## config.mk

```make
export PLATFORM = sky130hd
export DESIGN_NAME = afifo_rd_ctrl
export DESIGN_NICKNAME = d
export VERILOG_FILES = /design/src/rtl/afifo_pkg.sv /design/src/rtl/afifo_rd_buf.sv /design/src/rtl/afifo_rd_ctrl.sv
export SDC_FILE = /design/constraint.sdc
export NUM_CORES = 1
export LEC_CHECK = 0
export BUFFER_PORTS_ARGS = -buffer_cell sky130_fd_sc_hd__buf_2
export CAP_MARGIN = 20
export CORE_MARGIN = 5
export CORE_UTILIZATION = 46
export CTS_BUF_LIST = sky130_fd_sc_hd__clkbuf_2 sky130_fd_sc_hd__clkbuf_4 sky130_fd_sc_hd__clkbuf_8
export DETAILED_ROUTE_END_ITERATION = 12
export PLACE_DENSITY = 0.69
export REMOVE_ABC_BUFFERS = 1
export SLEW_MARGIN = 20
export SYNTH_ARGS = -nofsm -noshare
export SYNTH_HDL_FRONTEND = slang
export SYNTH_HIERARCHICAL = 1
export SYNTH_SLANG_ARGS = --single-unit
```

## constraint.sdc

```tcl
create_clock -name rd_clk -period 2.5 [get_ports rd_clk]
set_input_delay 0.375 -clock rd_clk [delete_from_list [all_inputs] [get_ports rd_clk]]
set_output_delay 0.375 -clock rd_clk [all_outputs]
set_load 0.005 [all_outputs]
```

## src/rtl/afifo_pkg.sv

```systemverilog
// Shared definitions for the async FIFO read-side controller.
// Contents: read-controller state encoding and the default parameter values.
package afifo_pkg;

    localparam int unsigned DATA_WIDTH_DEF = 8;
    localparam int unsigned BUF_DEPTH_DEF  = 4;
    localparam int unsigned CNT_W_DEF      = 16;

    typedef enum logic [1:0] {
        IDLE   = 2'd0,
        STREAM = 2'd1,
        DRAIN  = 2'd2,
        FLUSH  = 2'd3
    } rd_state_e;

endpackage

```

## src/rtl/afifo_rd_buf.sv

```systemverilog
// First-word-fall-through output buffer for the read controller.
// Ports:
//   rd_clk, clear_n  - clock and asynchronous active-low reset
//   push_i           - write push_data_i into the tail (caller guarantees space)
//   pop_i            - consume the head entry (ignored while empty)
//   head_o           - current head entry
//   occ_o            - number of stored entries
module afifo_rd_buf
    import afifo_pkg::*;
#(
    parameter int unsigned DATA_WIDTH = DATA_WIDTH_DEF,
    parameter int unsigned BUF_DEPTH  = BUF_DEPTH_DEF,
    localparam int unsigned PTR_W     = $clog2(BUF_DEPTH),
    localparam int unsigned OCC_W     = PTR_W + 1
) (
    input  logic                  rd_clk,
    input  logic                  clear_n,
    input  logic                  push_i,
    input  logic [DATA_WIDTH-1:0] push_data_i,
    input  logic                  pop_i,
    output logic [DATA_WIDTH-1:0] head_o,
    output logic [OCC_W-1:0]      occ_o
);

    logic [DATA_WIDTH-1:0] mem_q [BUF_DEPTH];
    logic [PTR_W-1:0]      wr_ptr_q;
    logic [PTR_W-1:0]      rd_ptr_q;
    logic [OCC_W-1:0]      occ_q;
    logic                  pop;

    assign pop = pop_i && (occ_q != '0);

    // Storage, pointers and occupancy; push+pop together leaves occupancy unchanged.
    always_ff @(posedge rd_clk or negedge clear_n) begin
        if (!clear_n) begin
            for (int i = 0; i < BUF_DEPTH; i++) begin
                mem_q[i] <= '0;
            end
            wr_ptr_q <= '0;
            rd_ptr_q <= '0;
            occ_q    <= '0;
        end else begin
            if (push_i) begin
                mem_q[wr_ptr_q] <= push_data_i;
                wr_ptr_q        <= wr_ptr_q + PTR_W'(1);
            end
            if (pop) begin
                rd_ptr_q <= rd_ptr_q + PTR_W'(1);
            end
            case ({push_i, pop})
                2'b10:   occ_q <= occ_q + OCC_W'(1);
                2'b01:   occ_q <= occ_q - OCC_W'(1);
                default: occ_q <= occ_q;
            endcase
        end
    end

    assign head_o = mem_q[rd_ptr_q];
    assign occ_o  = occ_q;

    // The controller's credit check must make an overflowing push impossible.
    a_no_overflow: assert property (@(posedge rd_clk) disable iff (!clear_n)
        !(push_i && !pop && (occ_q == OCC_W'(BUF_DEPTH))));

endmodule

```

## src/rtl/afifo_rd_ctrl.sv

```systemverilog
// Read-side controller for async_fifo in the rd_clk domain.
// Issues rd_en under a credit/throttle rule, captures dout on rd_ack into an
// FWFT buffer and presents it as a valid/ready stream. Stream mode runs while
// enable is high; drain mode reads exactly drain_len words.
// Ports:
//   rd_clk, clear_n                - clock, asynchronous active-low reset
//   enable, drain_start, drain_len - mode requests
//   rd_en, empty, almost_empty,
//   rd_ack, rd_err, dout           - FIFO read interface
//   m_data, m_valid, m_ready       - output stream
//   drain_busy, drain_done         - drain status
//   words_rd, err_rd, err_ack      - accepted-word count and sticky error flags
module afifo_rd_ctrl
    import afifo_pkg::*;
#(
    parameter int unsigned DATA_WIDTH = DATA_WIDTH_DEF,
    parameter int unsigned BUF_DEPTH  = BUF_DEPTH_DEF,
    parameter int unsigned CNT_W      = CNT_W_DEF
) (
    input  logic                  rd_clk,
    input  logic                  clear_n,
    input  logic                  enable,
    input  logic                  drain_start,
    input  logic [CNT_W-1:0]      drain_len,
    output logic                  rd_en,
    input  logic                  empty,
    input  logic                  almost_empty,
    input  logic                  rd_ack,
    input  logic                  rd_err,
    input  logic [DATA_WIDTH-1:0] dout,
    output logic [DATA_WIDTH-1:0] m_data,
    output logic                  m_valid,
    input  logic                  m_ready,
    output logic                  drain_busy,
    output logic                  drain_done,
    output logic [CNT_W-1:0]      words_rd,
    output logic                  err_rd,
    output logic                  err_ack
);

    localparam int unsigned OCC_W = $clog2(BUF_DEPTH) + 1;
    localparam int unsigned SUM_W = OCC_W + 1;

    rd_state_e        state_q, state_d;
    logic [CNT_W-1:0] remaining_q, remaining_d;
    logic [CNT_W-1:0] words_q, words_d;
    logic             outst_q, outst_d;
    logic             from_drain_q, from_drain_d;
    logic             drain_done_q, drain_done_d;
    logic             err_rd_q, err_rd_d;
    logic             err_ack_q, err_ack_d;
    logic             rd_en_prev_q;

    logic [OCC_W-1:0] occ;
    logic             push;
    logic             resp;
    logic             read_state;
    logic             credit_ok;
    logic             throttled;

    // Words already buffered plus the one in flight must leave room for one more.
    assign read_state = (state_q == STREAM) || (state_q == DRAIN);
    assign credit_ok  = (SUM_W'(occ) + SUM_W'(outst_q)) < SUM_W'(BUF_DEPTH);
    assign throttled  = almost_empty && rd_en_prev_q;
    assign rd_en      = read_state && !empty && credit_ok && !throttled;

    assign resp = rd_ack || rd_err;
    assign push = rd_ack && outst_q;

    afifo_rd_buf #(
        .DATA_WIDTH (DATA_WIDTH),
        .BUF_DEPTH  (BUF_DEPTH)
    ) u_buf (
        .rd_clk      (rd_clk),
        .clear_n     (clear_n),
        .push_i      (push),
        .push_data_i (dout),
        .pop_i       (m_ready),
        .head_o      (m_data),
        .occ_o       (occ)
    );

    // State and bookkeeping registers.
    always_ff @(posedge rd_clk or negedge clear_n) begin
        if (!clear_n) begin
            state_q      <= IDLE;
            remaining_q  <= '0;
            words_q      <= '0;
            outst_q      <= 1'b0;
            from_drain_q <= 1'b0;
            drain_done_q <= 1'b0;
            err_rd_q     <= 1'b0;
            err_ack_q    <= 1'b0;
            rd_en_prev_q <= 1'b0;
        end else begin
            state_q      <= state_d;
            remaining_q  <= remaining_d;
            words_q      <= words_d;
            outst_q      <= outst_d;
            from_drain_q <= from_drain_d;
            drain_done_q <= drain_done_d;
            err_rd_q     <= err_rd_d;
            err_ack_q    <= err_ack_d;
            rd_en_prev_q <= rd_en;
        end
    end

    // Next-state, response tracking and drain accounting.
    always_comb begin
        state_d      = state_q;
        remaining_d  = remaining_q;
        words_d      = words_q;
        outst_d      = outst_q;
        from_drain_d = from_drain_q;
        drain_done_d = 1'b0;
        err_rd_d     = err_rd_q;
        err_ack_d    = err_ack_q;

        // A new read in the same cycle as the previous response keeps one in flight.
        if (resp) begin
            outst_d = 1'b0;
        end
        if (rd_en) begin
            outst_d = 1'b1;
        end
        if (push) begin
            words_d = words_q + CNT_W'(1);
        end
        if (rd_err) begin
            err_rd_d = 1'b1;
        end
        if (resp && !outst_q) begin
            err_ack_d = 1'b1;
        end

        case (state_q)
            IDLE: begin
                if (drain_start) begin
                    if (drain_len != '0) begin
                        state_d     = DRAIN;
                        remaining_d = drain_len;
                    end else begin
                        drain_done_d = 1'b1;
                    end
                end else if (enable) begin
                    state_d = STREAM;
                end
            end
            STREAM: begin
                if (!enable) begin
                    state_d      = FLUSH;
                    from_drain_d = 1'b0;
                end
            end
            DRAIN: begin
                if (rd_en) begin
                    remaining_d = remaining_q - CNT_W'(1);
                    if (remaining_q == CNT_W'(1)) begin
                        state_d      = FLUSH;
                        from_drain_d = 1'b1;
                    end
                end
            end
            FLUSH: begin
                // A drain is only complete once its words have left the buffer.
                if (!outst_q && (!from_drain_q || (occ == '0))) begin
                    state_d      = IDLE;
                    drain_done_d = from_drain_q;
                end
            end
            default: state_d = IDLE;
        endcase
    end

    assign m_valid    = (occ != '0);
    assign drain_busy = (state_q == DRAIN) || ((state_q == FLUSH) && from_drain_q);
    assign drain_done = drain_done_q;
    assign words_rd   = words_q;
    assign err_rd     = err_rd_q;
    assign err_ack    = err_ack_q;

endmodule

```

# Word-level counts from Yosys, hierarchy flattened
# Cells that the tools add are included.
totals:
  mem_bits_ro: 0
  latchBits: 0
  ram_bits: 0
  reg_bits: 79
  mem_count: 0
op_classes:
  n_lt_le_gt_ge: 4
  div_mod_pow: 0
  n_bitwise: 2
  n_eq_ne: 14
  n_reduce_logical: 29
  mux: 29
  shifts: 0
  addsub: 7
  mul: 0
op_table:
  columns: ["operator", "count"]
  rows:
  - ["16-bit 2-to-1 mux", 3]
  - ["32-bit bitwise mux", 1]
  - ["16-bit case mux with 2 select lines", 1]
  - ["8-bit 2-to-1 mux", 3]
  - ["16-bit by 1-bit adder with 16-bit output (second input constant)", 1]
  - ["8-bit binary-select mux with 2-bit select", 1]
  - ["8-bit demux with 2-bit select", 1]
  - ["16-bit by 1-bit equality test with 1-bit output (second input constant)", 1]
  - ["16-bit nonzero test", 1]
  - ["16-bit by 1-bit subtractor with 16-bit output (second input constant)", 1]
  - ["2-bit 2-to-1 mux", 7]
  - ["1-bit logical AND", 10]
  - ["2-bit inequality test (second input constant)", 5]
  - ["1-bit 2-to-1 mux", 8]
  - ["2-bit case mux with 4 select lines", 1]
  - ["4-bit AND reduction", 2]
  - ["2-bit nonzero test", 4]
  - ["2-bit equality test (second input constant)", 3]
  - ["3-bit >= comparator (second input constant)", 2]
  - ["3-bit inequality test (second input constant)", 2]
  - ["2-bit inverter with 3-bit output", 2]
  - ["3-bit case mux with 2 select lines", 1]
  - ["6-bit AND reduction", 1]
  - ["2-bit by 1-bit adder with 2-bit output (second input constant)", 2]
  - ["13 further kinds", 21]

# Longest topological paths before layout
logic_depth:
  word_depth: 7
  ltp_mapped: 11
  ltp_nobuf: 8

# Hierarchy
# Netlist, hierarchy kept.
modules_own_cells:
  columns: ["module", "instances", "area_each_um2", "cells_each"]
  rows:
  - ["afifo_rd_ctrl", 1, 2382.3, 251]
  - ["afifo_rd_buf", 1, 1757.9, 110]

# Worst setup path after synthesis
# Ideal clock, no wire load.
synth_path:
  path_kind: "flip-flop to flip-flop"
  start: "register state_q[0]"
  end: "register remaining_q[13]"
  t_arrival_ps: 2215
  setup_slack_ps: 181
  path_stages_with_launch: 11
  n_path_buf: 3
  setup_ps: 104
  t_required_ps: 2396
  cell_sequence: "dfrtp_1 > inv_1 > ha_1 > nor3b_1 > a31oi_1 > or2_0 > clkbuf_1 > or2_1 > buf_4 > clkbuf_1 > a221oi_1"
synth_between:
  elab_chain_len: 7
synth_lines:
  columns: ["item", "line", "text"]
  rows:
  - ["from (decl)", "afifo_rd_ctrl.sv:44", "rd_state_e state_q, state_d;"]
  - ["from (signal assigned)", "afifo_rd_ctrl.sv:96", "state_q <= state_d;"]
  - ["2-bit by 1-bit equality test with 1-bit output / 2-bit equality test (equally long branches)", "afifo_rd_ctrl.sv:62, afifo_rd_ctrl.sv:136", null]
  - ["1-bit logical OR", "afifo_rd_ctrl.sv:62", "assign read_state = (state_q == STREAM) || (state_q == DRAIN);"]
  - ["1-bit logical AND (3 in series)", "afifo_rd_ctrl.sv:65", "assign rd_en = read_state && !empty && credit_ok && !throttled;"]
  - ["2-bit inequality test (no source line)", null, null]
  - ["4-bit AND reduction (no source line)", null, null]
  - ["to (signal assigned)", "afifo_rd_ctrl.sv:97", "remaining_q <= remaining_d;"]
  - ["to (decl)", "afifo_rd_ctrl.sv:45", "logic [CNT_W-1:0] remaining_q, remaining_d;"]
# Parallel ways exist; a longest one is shown, timed or not.
# A chain may end at the register's enable or synchronous reset.

# Final worst setup path
layout_path:
  start: "register state_q[0]"
  end: "register state_q[0]"
layout_between:
  elab_chain_len: 7
layout_lines:
  columns: ["item", "line"]
  rows:
  - ["2-bit by 1-bit equality test with 1-bit output / 2-bit equality test (equally long branches)", "afifo_rd_ctrl.sv:62, afifo_rd_ctrl.sv:136"]
  - ["1-bit logical OR", "afifo_rd_ctrl.sv:62"]
  - ["1-bit logical AND (3 in series)", "afifo_rd_ctrl.sv:65"]
  - ["2-bit inequality test (no source line)", null]
  - ["6-bit AND reduction (no source line)", null]
# Parallel ways exist; a longest one is shown, timed or not.

==> impl_summary.md <==
Final layout
The number of antenna repair diodes is 0. The layout has 756 filler cells. Once layout is complete, the cells apart from fillers number 543. The sequential standard cell area is 1980 um2. The synthesis-to-layout area growth is 16.1%.

The multi-input combinational cells in the finished layout cover a total of 1960 um2. The post-route netlist has 33.1% of its cells at a drive strength greater than 1. The cell area after layout is 4810 um2.

The final layout net count is 476. At the end of the flow the core is filled with cells to 54.9%.

Detailed routing
The wire length per cell after detailed routing is 16.5 um. In this run, the number of DRC markers left after iteration 0 of detailed routing was 145. The count of nets left with antenna violations once routing finished came out at 0. In the routed design, unresolved DRC markers number 0.

The number of vias after detailed routing is 3095. The pre-antenna-repair detailed-routing pass consisted of 6 iterations. The via density per instance is 5.70. The routed wire length is 8.94 mm.

STA
The smallest setup slack after layout is 0.153 ns. At the pin with the least slew margin, the transition time is 0.597 ns. Setup violations remaining at the end of the flow were counted as 0. Derived from the worst setup path, the maximum achievable clock frequency is 0.426 GHz. The number of max-slew violations in the final report is 0. The final count of hold timing violations is 0. The setup TNS is 0 ns. Of the available clock period, the critical path in the final layout requires 93.9%. The minimum period implied by the final worst setup slack is 2.35 ns.

The worst hold margin is 0.240 ns. Measured against its own limit, the worst slew margin works out to 60.2%. For the final database, setup skew stands at 0.0107 ns. Setup repair after global routing left no endpoint under its margin.

Floorplan
The core area is 8760 um2. For this configuration, the core starts out at a cell density of 47.2%. The die covers 11000 um2.

The die is 105 um tall. The number of primary I/O pins is 63. The width of the die is 105 um.

The floorplan has 34 rows.

Synthesis
In this run, distinct cell masters in the synthesized netlist total 59. In this run the mean area of a mapped cell was 11.5 um2. In this run, synthesis inferred 0 flip-flops with an integrated enable.

The cell area that synthesis handed to floorplanning was 4140 um2. For this run, asynchronously set or reset flops after synthesis account for 100%. The number of synthesis warnings is 6. Of the total synthesized cell area, the portion taken by XOR and XNOR cells is 4.44%. The synthesized design contains 79 register bits. Summed over its instances, the top area cell type makes up 47.7% of the synthesized netlist area. The most instantiated flip-flop cell in the synthesis netlist is sky130_fd_sc_hd__dfrtp_1. Summing the areas of all compound-gate instances in the mapped netlist gives 10.3% of the synthesized area.

The largest total area in the synthesized netlist belongs to sky130_fd_sc_hd__dfrtp_1. The mux share of post-synthesis cell area is 14.1%. The area share of fa/ha/maj cells after synthesis is 4.11%. After technology mapping, the gate count stands at 361.

Yosys attributes the largest share of cell area to sky130_fd_sc_hd__dfrtp_1, sky130_fd_sc_hd__mux2_2, sky130_fd_sc_hd__mux4_2, sky130_fd_sc_hd__ha_1, sky130_fd_sc_hd__xnor2_1. The share of the Yosys chip area taken by registers is 47.7%. The synthesized-area fraction occupied by and/or/nand/nor cells is 14.1%. The largest family of logic cells by synthesized area is simple AND/OR/NAND/NOR gates.

Clocking
The clock tree root driver cell is sky130_fd_sc_hd__clkbuf_8. Clock tree synthesis found a total of 79 sinks. After clock tree synthesis, the clock-pin slew on the worst setup and hold paths is 0.09 ns. The clock tree from TritonCTS is built. The maximum buffer depth of the clock tree is 2. The H-tree was split into 3 levels. In this run, CTS created clock tree buffers numbering 9. For the worst-skew pair, the clock arrives at the later sink with an insertion delay of 0.35 ns.

Worst setup path
STA puts the critical path data arrival time at 2.59 ns. The critical path goes through inv_1 -> ha_1 -> nor3b_2 -> a31oi_1 -> a221o_1 -> a211oi_1 -> mux2_2. The endpoint required time on the critical path is 2.74 ns.

The slowest stage of the critical path belongs to the cell sky130_fd_sc_hd__dfrtp_1. The largest fanout on the critical path is 4. STA classifies the critical path startpoint as a flip-flop. The kind of critical path is flip-flop to flip-flop. The largest single stage delay on the critical path is 0.41 ns. The number of buffers and inverters on the critical path is 1. The capturing element type of the critical path is a flip-flop. On the critical path the largest part of the delay comes from compound AO/OA/AOI/OAI gates.

Pwr
IR analysis of the VDD net gives a maximum drop of 503 uV. The static power due to leakage is 2.22 nW. The total chip power is 5.66 mW. In this run the power density over the cells is 1180 nW/um2.

Placed design
Once placement completed, the tool counted placed cells totaling 526. The placer congestion estimate is 0.848. Summing all placed instances gives a cell area of 4590 um2. The detailed-placement wirelength estimate is 6.36 mm. The worst setup slack before clock tree synthesis is 0.0901 ns.

The total of buffers placed on input and output ports is 62.

Global routing
Entering global routing, the biggest net connects 43 pins. The global-route wire length before repair is 15.2 mm. For this run the aggregate overflow at the end of global routing stands at 0. The number of antenna violations at the first check in global routing is 0. The overall track demand over capacity in global routing is 16.9%.

For this run, global-route usage on met3 was measured as 3.08%. The via count of the first global-routing pass came to 3098. For this run, global-route usage on met1 was measured as 23.8%. met2 is the most crowded layer. The met2 track demand over resource is 26.1%.

Job
Max-cap violations in this run came to 0.

Worst hold path
In this run the worst hold path is classified as primary input to flip-flop.

Run status
The flow ran to the end, and the final reports show no timing, DRC or antenna violations.
==> synthesized netlist by cell type (all sizes together) (6+ instances only) <==
library cell / n
nor3: 8
dfrtp: 79
xnor2: 14
buf: 8
nor4: 17
a221oi: 11
o31ai: 7
inv: 26
nand2: 28
o22ai: 7
mux2: 35
nor2: 10
ha: 12
mux4: 8
o211ai: 6
nand3: 9
o21ai: 8
xor2: 7
clkbuf: 7
nand4: 6
==> worst paths after layout <==
| check | startpoint | to | slack (ns) | cells after the start |
|---|---|---|---|---|
| setup / recovery | state_q[0] | state_q[0] | 0.15 | 7 |
| hold / removal | rd_err | err_rd | 0.24 | 2 |
| setup reg to reg | state_q[0] | state_q[0] | 0.15 | 7 |
| hold reg to reg | words_rd[15] | words_rd[15] | 0.46 | 1 |
| max in group asynchronous | clear_n | u_buf/mem_q[21] | 1.37 | 3 |
| min in group asynchronous | clear_n | words_rd[11] | 0.53 | 2 |
==> sequential cells by signal (all words and copies together) (netlist names) <==
signal          count
remaining_q        16
state_q             2
err_rd              1
u_buf/rd_ptr_q      2
u_buf/wr_ptr_q      2
u_buf/mem_q        32
u_buf/occ_o         3
words_rd           16
rd_en_prev_q        1
outst_q             1
from_drain_q        1
err_ack             1
drain_done          1
==> power breakdown <==
| part | switching [mW] | leakage [nW] | total, mW | internal [mW] |
|---|---|---|---|---|
| logic | 1.13 | 1.13 | 2.37 | 1.24 |
| registers | 0.514 | 0.987 | 2.31 | 1.80 |
| clock network | 0.509 | 0.106 | 0.984 | 0.475 |
==> layout by cell type, fill, tap and decap left out, types with 3 or more instances in the layout <==
cell type | netlist | layout
sky130_fd_sc_hd__dfrtp_1 | 79 | 79
sky130_fd_sc_hd__buf_2 | 1 | 61
sky130_fd_sc_hd__mux2_2 | 35 | 35
sky130_fd_sc_hd__inv_1 | 26 | 26
sky130_fd_sc_hd__nand2_1 | 24 | 24
sky130_fd_sc_hd__nor4_1 | 17 | 17
sky130_fd_sc_hd__xnor2_1 | 14 | 14
sky130_fd_sc_hd__ha_1 | 12 | 12
sky130_fd_sc_hd__a221oi_1 | 11 | 11
sky130_fd_sc_hd__buf_4 | 4 | 11
sky130_fd_sc_hd__nor2_1 | 9 | 9
sky130_fd_sc_hd__nand3_1 | 9 | 9
sky130_fd_sc_hd__clkbuf_8 | 0 | 9
sky130_fd_sc_hd__nor3_1 | 8 | 8
sky130_fd_sc_hd__mux4_2 | 8 | 8
sky130_fd_sc_hd__xor2_1 | 7 | 7
sky130_fd_sc_hd__o21ai_0 | 7 | 7
sky130_fd_sc_hd__o22ai_1 | 7 | 7
sky130_fd_sc_hd__o31ai_1 | 7 | 7
sky130_fd_sc_hd__nand4_1 | 6 | 6
sky130_fd_sc_hd__o211ai_1 | 6 | 6
sky130_fd_sc_hd__and3_1 | 4 | 4
sky130_fd_sc_hd__nand2_2 | 4 | 4
sky130_fd_sc_hd__nor4b_1 | 3 | 3
sky130_fd_sc_hd__o41ai_1 | 3 | 3
sky130_fd_sc_hd__clkinv_4 | 0 | 3
==> routing by layer <==
| metal | part of all wire (%) | up-vias |
|---|---|---|
| li1 | - | 1485 |
| met1 | 47 | 1514 |
| met2 | 47 | 83 |
| met3 | 4.4 | 13 |
| met4 | 1.8 | 0 |
| met5 | 0 | - |
==> kinds of logic after synthesis <==
| kind of cell | Yosys count |
|---|---|
| muxes | 44 |
| adders and majority gates | 13 |
| buffers and inverters | 43 |
| DFF | 79 |
| and+or+nand+nor | 105 |
| AOI/OAI and AO/OA | 56 |
| xor gates and xnor gates | 21 |
==> final cells by class <==
type / instances / share of cell area (%)
Timing Repair Buffer: 75 / 9.11
Inverter: 26 / 2.03
Tap cell: 108 / 2.81
Multi-Input combinational cell: 239 / 40.7
Clock buffer: 9 / 2.58
Clock inverter: 7 / 1.69
Sequential cell: 79 / 41.1
==> repair_timing <==
action,in CTS,in global routing
setup buffers,0,0
hold buffers,1,0
resized for setup,0,1
setup endpoints to repair,0,16
endpoints found under the hold margin,12,0
No activity file was read; power rests on OpenSTA's default activity.
